File: config.mk
export PLATFORM = sky130hd
export DESIGN_NAME = fnd_scan_driver
export DESIGN_NICKNAME = d
export VERILOG_FILES = /design/src/rtl/fnd_pkg.sv /design/src/rtl/bcd_to_seg7.sv /design/src/rtl/fnd_scan_driver.sv
export SDC_FILE = /design/constraint.sdc
export NUM_CORES = 1
export LEC_CHECK = 0
export ABC_AREA = 1
export CORE_UTILIZATION = 50
export DETAILED_ROUTE_END_ITERATION = 10
export PLACE_DENSITY = 0.85
export SYNTH_ARGS = -nofsm -noshare
export SYNTH_HDL_FRONTEND = slang
export SYNTH_SLANG_ARGS = --single-unit
File: constraint.sdc
create_clock -name clk -period 1.8 [get_ports clk]
set_clock_uncertainty 0.1 [all_clocks]
set_input_delay 0.18 -clock clk [delete_from_list [all_inputs] [get_ports clk]]
set_output_delay 0.18 -clock clk [all_outputs]
set_load 0.1 [all_outputs]
File: src/rtl/fnd_pkg.sv
`default_nettype none
// ============================================================================
// Module      : fnd_pkg
// Description : Shared constants for the HH:MM 7-segment scan driver:
//               blank/dash patterns, anode-off value, digit slot indices,
//               snapshot reset time (12:00) and the BCD-to-segment table.
// Revision    : 1.0 - initial release
// ============================================================================
package fnd_pkg;

  // Segment patterns are {g,f,e,d,c,b,a}, active-low
  localparam logic [6:0] SEG_BLANK = 7'h7F;
  localparam logic [6:0] SEG_DASH  = 7'h3F;

  // All four anodes released (active-low)
  localparam logic [3:0] AN_OFF = 4'hF;

  // Digit slot indices; an[i] drives slot i
  localparam logic [1:0] IDX_MIN_UNITS = 2'd0;
  localparam logic [1:0] IDX_MIN_TENS  = 2'd1;
  localparam logic [1:0] IDX_HR_UNITS  = 2'd2;
  localparam logic [1:0] IDX_HR_TENS   = 2'd3;

  // Snapshot value out of reset matches the hour counter's reset time 12:00
  localparam logic [3:0] SNAP_RST_HR_TENS   = 4'd1;
  localparam logic [3:0] SNAP_RST_HR_UNITS  = 4'd2;
  localparam logic [3:0] SNAP_RST_MIN_TENS  = 4'd0;
  localparam logic [3:0] SNAP_RST_MIN_UNITS = 4'd0;

  // Digit-pattern table; anything outside 0..9 shows a dash
  function automatic logic [6:0] seg7_lookup(input logic [3:0] bcd);
    logic [6:0] pat;
    case (bcd)
      4'd0:    pat = 7'h40;
      4'd1:    pat = 7'h79;
      4'd2:    pat = 7'h24;
      4'd3:    pat = 7'h30;
      4'd4:    pat = 7'h19;
      4'd5:    pat = 7'h12;
      4'd6:    pat = 7'h02;
      4'd7:    pat = 7'h78;
      4'd8:    pat = 7'h00;
      4'd9:    pat = 7'h10;
      default: pat = SEG_DASH;
    endcase
    return pat;
  endfunction

endpackage
`default_nettype wire

File: src/rtl/bcd_to_seg7.sv
`default_nettype none
// ============================================================================
// Module      : bcd_to_seg7
// Description : Combinational BCD digit to active-low 7-segment pattern.
//               Non-BCD codes (>9) produce a dash (segment g only).
// Revision    : 1.0 - initial release
// ============================================================================
module bcd_to_seg7
  import fnd_pkg::*;
(
  input  logic [3:0] i_bcd,
  output logic [6:0] o_seg
);

  assign o_seg = seg7_lookup(i_bcd);

endmodule
`default_nettype wire

File: src/rtl/fnd_scan_driver.sv
`default_nettype none
// ============================================================================
// Module      : fnd_scan_driver
// Description : 4-digit common-anode 7-segment scan driver for HH:MM.
//               Snapshots the BCD time once per frame (no torn digits),
//               decodes the active slot and drives registered anodes,
//               segments and colon dot with a dead-time blank per slot.
//               Build option FND_COLON_BLINK_EN: colon toggles on each
//               sec_tick; without it the colon is steadily lit.
// Revision    : 1.0 - initial release
// ============================================================================
module fnd_scan_driver
  import fnd_pkg::*;
#(
  parameter int SCAN_DIV  = 100000,
  parameter int BLANK_CYC = 16
) (
  input  logic       clk,
  input  logic       rst_n,
  input  logic [3:0] hr_tens,
  input  logic [3:0] hr_units,
  input  logic [3:0] min_tens,
  input  logic [3:0] min_units,
  input  logic       sec_tick,
  output logic [3:0] an,
  output logic [6:0] seg,
  output logic       dp
);

  localparam int                  c_pc_w      = (SCAN_DIV > 2) ? $clog2(SCAN_DIV) : 1;
  localparam logic [c_pc_w-1:0]   c_pc_last   = c_pc_w'(SCAN_DIV - 1);
  localparam logic [c_pc_w-1:0]   c_blank_end = c_pc_w'(BLANK_CYC);

  logic [c_pc_w-1:0] r_pc;
  logic [1:0]        r_idx;
  logic [3:0]        r_snap_hr_tens;
  logic [3:0]        r_snap_hr_units;
  logic [3:0]        r_snap_min_tens;
  logic [3:0]        r_snap_min_units;
  logic [3:0]        r_an;
  logic [6:0]        r_seg;
  logic              r_dp;

  logic              w_slot_end;
  logic              w_frame_end;
  logic              w_dead;
  logic              w_colon_lit;
  logic [3:0]        w_digit;
  logic [6:0]        w_digit_seg;
  logic [3:0]        w_an_nxt;
  logic [6:0]        w_seg_nxt;
  logic              w_dp_nxt;

  assign w_slot_end  = (r_pc == c_pc_last);
  assign w_frame_end = w_slot_end && (r_idx == IDX_HR_TENS);
  assign w_dead      = (r_pc < c_blank_end);

  // Slot prescaler and digit index; the index advances on the last cycle of a slot
  always_ff @(posedge clk or negedge rst_n) begin
    if (!rst_n) begin
      r_pc  <= '0;
      r_idx <= IDX_MIN_UNITS;
    end else if (w_slot_end) begin
      r_pc  <= '0;
      r_idx <= r_idx + 2'd1;
    end else begin
      r_pc  <= r_pc + 1'b1;
    end
  end

  // Latch the whole time at the end of the hr_tens slot so a frame never mixes old and new digits
  always_ff @(posedge clk or negedge rst_n) begin
    if (!rst_n) begin
      r_snap_hr_tens   <= SNAP_RST_HR_TENS;
      r_snap_hr_units  <= SNAP_RST_HR_UNITS;
      r_snap_min_tens  <= SNAP_RST_MIN_TENS;
      r_snap_min_units <= SNAP_RST_MIN_UNITS;
    end else if (w_frame_end) begin
      r_snap_hr_tens   <= hr_tens;
      r_snap_hr_units  <= hr_units;
      r_snap_min_tens  <= min_tens;
      r_snap_min_units <= min_units;
    end
  end

`ifdef FND_COLON_BLINK_EN
  logic r_blink;

  // Colon blink flag, starts lit and flips once per second
  always_ff @(posedge clk or negedge rst_n) begin
    if (!rst_n) begin
      r_blink <= 1'b1;
    end else if (sec_tick) begin
      r_blink <= ~r_blink;
    end
  end

  assign w_colon_lit = r_blink;
`else
  logic w_unused_sec_tick;

  assign w_unused_sec_tick = sec_tick;
  assign w_colon_lit       = 1'b1;
`endif

  // Select the snapshot digit for the active slot
  always_comb begin
    w_digit = r_snap_min_units;
    case (r_idx)
      IDX_MIN_UNITS: w_digit = r_snap_min_units;
      IDX_MIN_TENS:  w_digit = r_snap_min_tens;
      IDX_HR_UNITS:  w_digit = r_snap_hr_units;
      IDX_HR_TENS:   w_digit = r_snap_hr_tens;
      default:       w_digit = r_snap_min_units;
    endcase
  end

  bcd_to_seg7 u_bcd_to_seg7 (
    .i_bcd (w_digit),
    .o_seg (w_digit_seg)
  );

  // Next output values: dead time blanks everything, hour-tens zero is suppressed
  always_comb begin
    w_an_nxt  = AN_OFF;
    w_seg_nxt = SEG_BLANK;
    w_dp_nxt  = 1'b1;
    if (!w_dead) begin
      w_an_nxt = ~(4'b0001 << r_idx);
      if ((r_idx == IDX_HR_TENS) && (r_snap_hr_tens == 4'd0)) begin
        w_seg_nxt = SEG_BLANK;
      end else begin
        w_seg_nxt = w_digit_seg;
      end
      w_dp_nxt = !((r_idx == IDX_HR_UNITS) && w_colon_lit);
    end
  end

  // Registered pad outputs, one cycle behind the scan state
  always_ff @(posedge clk or negedge rst_n) begin
    if (!rst_n) begin
      r_an  <= AN_OFF;
      r_seg <= SEG_BLANK;
      r_dp  <= 1'b1;
    end else begin
      r_an  <= w_an_nxt;
      r_seg <= w_seg_nxt;
      r_dp  <= w_dp_nxt;
    end
  end

  assign an  = r_an;
  assign seg = r_seg;
  assign dp  = r_dp;

endmodule
`default_nettype wire

==> results of run 1 <==
## cell usage in the layout (no fill, tap or decap), types with 2 or more instances in the layout
| cell type | netlist | routed |
|---|---|---|
| buf_12 | 0 | 13 |
| buf_4 | 2 | 20 |
| buf_6 | 2 | 2 |
| clkbuf_8 | 0 | 7 |
| clkdlybuf4s50_1 | 0 | 16 |
| dfrtp_1 | 33 | 31 |
| dfrtp_2 | 0 | 2 |
| dfstp_2 | 13 | 13 |
| ha_1 | 9 | 3 |
| ha_4 | 0 | 5 |
| inv_1 | 28 | 25 |
| inv_2 | 5 | 4 |
| inv_4 | 0 | 3 |
| nand2_1 | 104 | 97 |
| nand2_2 | 2 | 8 |
| nand3_1 | 19 | 18 |
| nand3_4 | 2 | 3 |
| nand4_1 | 21 | 21 |
| nor2_1 | 36 | 31 |
| nor2_2 | 4 | 7 |
| nor2_4 | 3 | 5 |
| nor3_1 | 3 | 3 |
| nor3_2 | 2 | 2 |
| o21ai_0 | 3 | 2 |
| o21ai_1 | 2 | 3 |
| o21bai_4 | 0 | 2 |
| xor2_1 | 9 | 9 |
## state kept, by name (all words and copies together), names as in the netlist
name,count
an,4
r_snap_hr_units,4
r_snap_min_units,4
r_pc,17
r_snap_hr_tens,4
r_snap_min_tens,4
seg,7
r_idx,2
## routing by layer
metal	GRT usage	vias to the layer above	routed length [microns]
met1	0.261	1092	2340
li1	-	1104	-
met3	0.0425	29	320
met5	0	-	0
met4	0.122	0	278
met2	0.419	87	3430
## cells by family (layout without fill, tap and decap cells)
kind of cell,count (synthesis),in the layout
AOI/OAI and AO/OA,10,10
buffers and inverters,41,94
and+or+nand+nor,200,200
xor gates and xnor gates,9,9
adders and majority gates,9,9
DFF,46,46
## worst max path at each step
stage | from | to | slack, ps | cells after the start
after floorplan | r_idx[0]$_DFFE_PN0N_ | seg[3]$_DFF_PN1_ | 60 | 11
after global placement | r_idx[0]$_DFFE_PN0N_ | seg[3]$_DFF_PN1_ | -10 | 11
after detailed placement | r_idx[0]$_DFFE_PN0N_ | seg[3]$_DFF_PN1_ | -60 | 11
after CTS | r_idx[0]$_DFFE_PN0N_ | seg[3]$_DFF_PN1_ | 10 | 11
after global routing | r_idx[1]$_DFFE_PN0N_ | seg[4]$_DFF_PN1_ | -100 | 10
final | r_idx[1]$_DFFE_PN0N_ | seg[2]$_DFF_PN1_ | -20 | 10
## per-stage QoR
step                      setup slack [ps]  cell area (sq um)  hold WS [ps]  std cells
after CTS                             9.59               3260           292        429
after global placement               -9.78               3130          74.0        420
after detailed placement             -64.2               3130          81.5        420
final                                -16.1               3480           281        435
after floorplan                       60.2               2560          -216        315
after global routing                  -105               3480           342        435
## cell type report
cell class                      instances  area, sq um
Sequential cell                        46         1170
Inverter                               33          136
Tap cell                               67         83.8
Multi-Input combinational cell        228         1370
Timing Repair Buffer                   53          608
Fill cell                             357         1340
Clock buffer                            7         96.3
Clock inverter                          1         8.76
## power by group through the flow
stage | Clock [W] | Sequential, W | Combinational, W
after global placement | 0 | 0.00105 | 0.0000620
after detailed placement | 0 | 0.00105 | 0.0000623
after CTS | 0.000718 | 0.00103 | 0.0000643
after global routing | 0.000756 | 0.00103 | 0.0000693
final | 0.000701 | 0.00103 | 0.0000630
## what timing repair did
action | 4_1_cts | 5_1_grt
setup buffers | 0 | 6
hold buffers | 1 | 0
pin swaps | 1 | 16
resized for setup | 3 | 43
endpoints found under the hold margin | 17 | 0
endpoints found under the setup margin | 2 | 10
==> results.py, run 1 <==
metrics = {
    "logic_synthesis": {
        "synth_edf_count": 0,
        "synthDistinctLibCells": 29,
        "synthMuxAreaShare": 0,
        "synth_compound_area_frac": 0.0254,
        "yosys-top-cells-count": "nand2_1 (104), nor2_1 (36), dfrtp_1 (33)",
        "synth_flop_cell": "dfrtp_1",
        "ys_seq_area_frac": 0.456,
        "netlist_instances": 315,
        "netlist.area_leader.share": 0.322,
        "synth-simple-area-share": 0.374,
        "synth_area_leaders": "dfrtp_1 (32%), nand2_1 (15%), dfstp_2 (13%)",
        "synth_top_family_by_area": "simple AND/OR/NAND/NOR gates",
        "synth.most_common_cell": "nand2_1",
        "synth_xor_area_frac": 0.0308,
        "synthArstFlopShare": 1.00,
        "avgSynthCellArea_sq_um": 8.13,
        "synthAdderAreaFrac": 0.0440,
        "synth_warnings": 0,
        "syn-cell-area_sq_um": 2560,
        "ys_seq_elements": 46,
        "syn-num-nets": 343,
        "synth_area_leader_cell": "dfrtp_1",
    },
    "die": {
        "start_util": 0.532,
        "dieArea_sq_um": 5410,
        "ios": 31,
        "core_region_area_sq_um": 4820,
        "rows": 25,
        "die_w_microns": 73.6,
        "die_h_microns": 73.6,
    },
    "power": {
        "p_leak_nw": 1.58,
        "p_clk_frac": 0.390,
        "p_comb_frac": 0.035,
        "switching_share": 0.209,
        "ir_worst_vdd_mv": 0.458,
        "p_per_area_nw_per_um2": 517,
        "finalPower_w": 0.00180,
        "pwr-share-seq": 0.575,
        "intPower_w": 0.00142,
        "switchingPower_w": 0.000376,
    },
    "cells_and_area": {
        "final_util": 0.722,
        "area_delta_synth_final_pct": 35.8,
        "fin_nets": 395,
        "n_antenna_cell": 0,
        "drive_gt1_frac": 0.288,
    },
    "critical_path": {
        "cpLargestDelayFamily": "simple AND/OR/NAND/NOR gates",
        "cp-start-kind": "register",
        "crit_path_end_kind": "register",
        "rrSetupSlack_ps": -20,
        "worstSetupPathType": "register to register",
        "regToRegStartpoint": "r_idx[1]$_DFFE_PN0N_",
        "path_cells": "inv_4, ha_4, inv_6, buf_4, buf_4, nand2_1, nor2_1, nor2_1, a21oi_4, nand2_1",
        "reg2reg_to": "seg[2]$_DFF_PN1_",
        "rr_worst_depth": 10,
        "crit_slowest_cell": "dfrtp_2",
        "critPathMaxStageDelay_ps": 470,
        "critPathArrivalTime_ps": 1970,
        "cp_data_required_time_ps": 1950,
        "cp_max_fo": 7,
        "critPathBufInv": 4,
    },
    "routing": {
        "drt_drc_violations_left": 0,
        "drt_first_iter_violations": 191,
        "firstDrtPassIters": 4,
        "ant_nets": 0,
        "routed_wl_mm": 6.37,
        "drt-wirelength-per-cell_microns": 14.6,
        "via_count": 2312,
        "via_per_inst": 5.31,
    },
    "global_route": {
        "grt_pass1_wl_mm": 9.50,
        "grt_usage": 0.233,
        "grt_overflow_total": 0,
        "antenna_found_initial": 0,
        "grt_start_max_net_pins": 25,
        "grt_pass1_vias": 2191,
    },
    "timing": {
        "tns_ps": -37.1,
        "relSlewSlack": 0.653,
        "fin_crit_sh": 1.01,
        "rsz0062_at_grt": "true",
        "setup_viol": 3,
        "max_freq_mhz": 551,
        "maxSlewViolCount": 0,
        "tightest_slew_ps": 521,
        "hold_viol": 0,
        "min_period_ps": 1820,
        "postLayoutSetupSlackWorst_ps": -16.1,
    },
    "status": {
        "violations": "setup timing",
        "status": "finished, violations left",
    },
    "place": {
        "place.gp.congestion": 0.953,
        "port_buffers": 29,
        "dpl.hpwl_mm": 4.24,
    },
    "cts": {
        "cts_buffers": 5,
        "htree_levels": 2,
        "cts_sinks": 46,
        "insertion_delay_ps": 300,
        "clk_pin_slew_ps": 90,
        "cts-root-buf": "clkbuf_8",
        "cts_tree": "built",
        "cts_buffer_depth": 2,
    },
    "worst_hold_path": {
        "hold_class": "primary input to async pin",
    },
    "run": {
        "max-cap-violations": 0,
    },
}
Note: power is estimated with default switching activity, not from simulation.
==> run 2: changes to the inputs <==
Settings changed: CAP_MARGIN set to 15, CTS_BUF_LIST set to sky130_fd_sc_hd__clkbuf_16.
==> results.py, run 2 (same netlist as run 1, synthesis figures left out) <==
metrics = {
    "cts": {
        "clk_pin_slew_ps": 60,
        "insertion_delay_ps": 290,
        "cts-root-buf": "clkbuf_16",
        "cts_sinks": 46,
        "cts_buffer_depth": 2,
        "cts_tree": "built",
        "cts_buffers": 5,
        "htree_levels": 2,
    },
    "critical_path": {
        "critPathArrivalTime_ps": 1960,
        "worst-path-stages": 11,
        "cp-start-kind": "register",
        "critPathBufInv": 2,
        "worstSetupPathType": "register to register",
        "cp_max_fo": 4,
        "crit_slowest_cell": "dfrtp_2",
        "crit_path_frequent_cell": "nand2_1",
        "critPathMaxStageDelay_ps": 450,
        "crit_path_end_kind": "register",
        "cpLargestDelayFamily": "flip-flops",
        "cp_data_required_time_ps": 1930,
        "rr_worst_depth": 11,
        "path_cells": "buf_6, ha_4, nand2_2, nand2_2, o21bai_4, ha_4, inv_1, nand2_1, nand2_1, nand2_1, nand2_1",
    },
    "cells_and_area": {
        "drive_gt1_frac": 0.288,
        "fin_nets": 398,
        "final_cell_mix": "nand2_1 (96), nor2_1 (32), dfrtp_1 (31), inv_1 (25)",
        "n_antenna_cell": 0,
        "largest_reg_flops": 17,
        "layout_commonest_cell": "nand2_1",
        "fillers": 341,
        "area_delta_synth_final_pct": 38.2,
        "largest_register": "r_pc",
    },
    "global_route": {
        "grt_pass1_vias": 2201,
        "busiest_layer": "met2",
        "grt_overflow_total": 0,
        "met2_usage": 0.423,
        "grt_util_met1": 0.269,
        "grt_pass1_wl_mm": 9.64,
        "grt_usage": 0.237,
        "met3_usage": 0.0466,
        "antenna_found_initial": 0,
        "grt_start_max_net_pins": 25,
    },
    "routing": {
        "via_per_inst": 5.41,
        "via_count": 2370,
        "drt_first_iter_violations": 210,
        "firstDrtPassIters": 4,
        "routed_wl_mm": 6.62,
        "drt_drc_violations_left": 0,
        "drt-wirelength-per-cell_microns": 15.1,
        "ant_nets": 0,
    },
    "timing": {
        "tns_ps": -39.0,
        "min_period_ps": 1830,
        "tightest_slew_ps": 526,
        "relSlewSlack": 0.649,
        "setup_viol": 3,
        "maxSlewViolCount": 0,
        "fin_crit_sh": 1.01,
        "postLayoutSetupSlackWorst_ps": -26.4,
        "hold_viol": 0,
        "max_freq_mhz": 548,
    },
    "power": {
        "p_clk_frac": 0.448,
        "p_comb_frac": 0.032,
        "intPower_w": 0.00158,
        "ir_worst_vdd_mv": 0.469,
        "switching_share": 0.206,
        "p_per_area_nw_per_um2": 562,
        "pwr-share-seq": 0.520,
        "switchingPower_w": 0.000410,
        "p_leak_nw": 1.61,
        "finalPower_w": 0.00199,
    },
    "place": {
        "dpl.hpwl_mm": 4.24,
        "port_buffers": 29,
        "place.gp.congestion": 0.953,
    },
    "status": {
        "violations": "setup timing",
        "status": "finished, violations left",
    },
    "die": {
        "die_h_microns": 73.6,
        "ios": 31,
        "die_w_microns": 73.6,
        "core_region_area_sq_um": 4820,
        "rows": 25,
        "dieArea_sq_um": 5410,
        "start_util": 0.532,
    },
    "worst_hold_path": {
        "hold_class": "primary input to async pin",
    },
    "run": {
        "max-cap-violations": 0,
    },
}
## run 2: layer usage
layer | part of all wire | wire [microns]
met5 | 0 | 0
met3 | 0.049 | 324
met1 | 0.38 | 2490
met2 | 0.53 | 3520
met4 | 0.042 | 280
## run 2: final timing paths
kind	to	slack (ps)	from
setup / recovery	seg[3]$_DFF_PN1_	-30	r_idx[0]$_DFFE_PN0N_
hold / removal	r_snap_hr_units[3]$_DFFE_PN0P_	310	rst_n
setup reg to reg	seg[3]$_DFF_PN1_	-30	r_idx[0]$_DFFE_PN0N_
hold reg to reg	r_pc[0]$_DFF_PN0_	360	r_pc[0]$_DFF_PN0_
max in group asynchronous	seg[6]$_DFF_PN1_	710	rst_n
min in group clk	r_snap_hr_tens[0]$_DFFE_PN1P_	340	hr_tens[0]
## run 2: repair_timing
| action | 4_1_cts | 5_1_grt |
|---|---|---|
| buffers inserted | 0 | 9 |
| resized for setup | 3 | 44 |
| endpoints found under the setup margin | 2 | 10 |
| pin swaps | 1 | 17 |
| hold endpoints to repair | 17 | 0 |
| hold buffers | 1 | 0 |
## run 2: metrics by stage
stage / util / area, sq um / instances / hold WS, ps / worst slack (ps)
after floorplan: - / 2560 / 315 / -216 / 60.2
after global placement: 0.651 / 3130 / 420 / 74.0 / -9.78
after detailed placement: 0.651 / 3130 / 420 / 81.5 / -64.2
after CTS: 0.684 / 3300 / 429 / 316 / 12.9
after global routing: 0.735 / 3540 / 438 / 371 / -97.1
final: 0.735 / 3540 / 438 / 307 / -26.4
## run 2: area by class of cell
type	instances	area, sq um	share of cell area
timing repair buffer	56	638	0.180
clock inverter	3	16.3	0.00460
inverter	33	136	0.0385
tap	67	83.8	0.0237
clock buffer	5	125	0.0354
sequential	46	1170	0.331
multi-input combinational	228	1370	0.387
## run 2: power by group through the flow
stage                     Clock, W  Combinational (W)  Sequential (W)
after global placement           0          0.0000620         0.00105
after detailed placement         0          0.0000623         0.00105
after CTS                 0.000901          0.0000643         0.00104
after global routing      0.000929          0.0000697         0.00103
final                     0.000891          0.0000634         0.00104
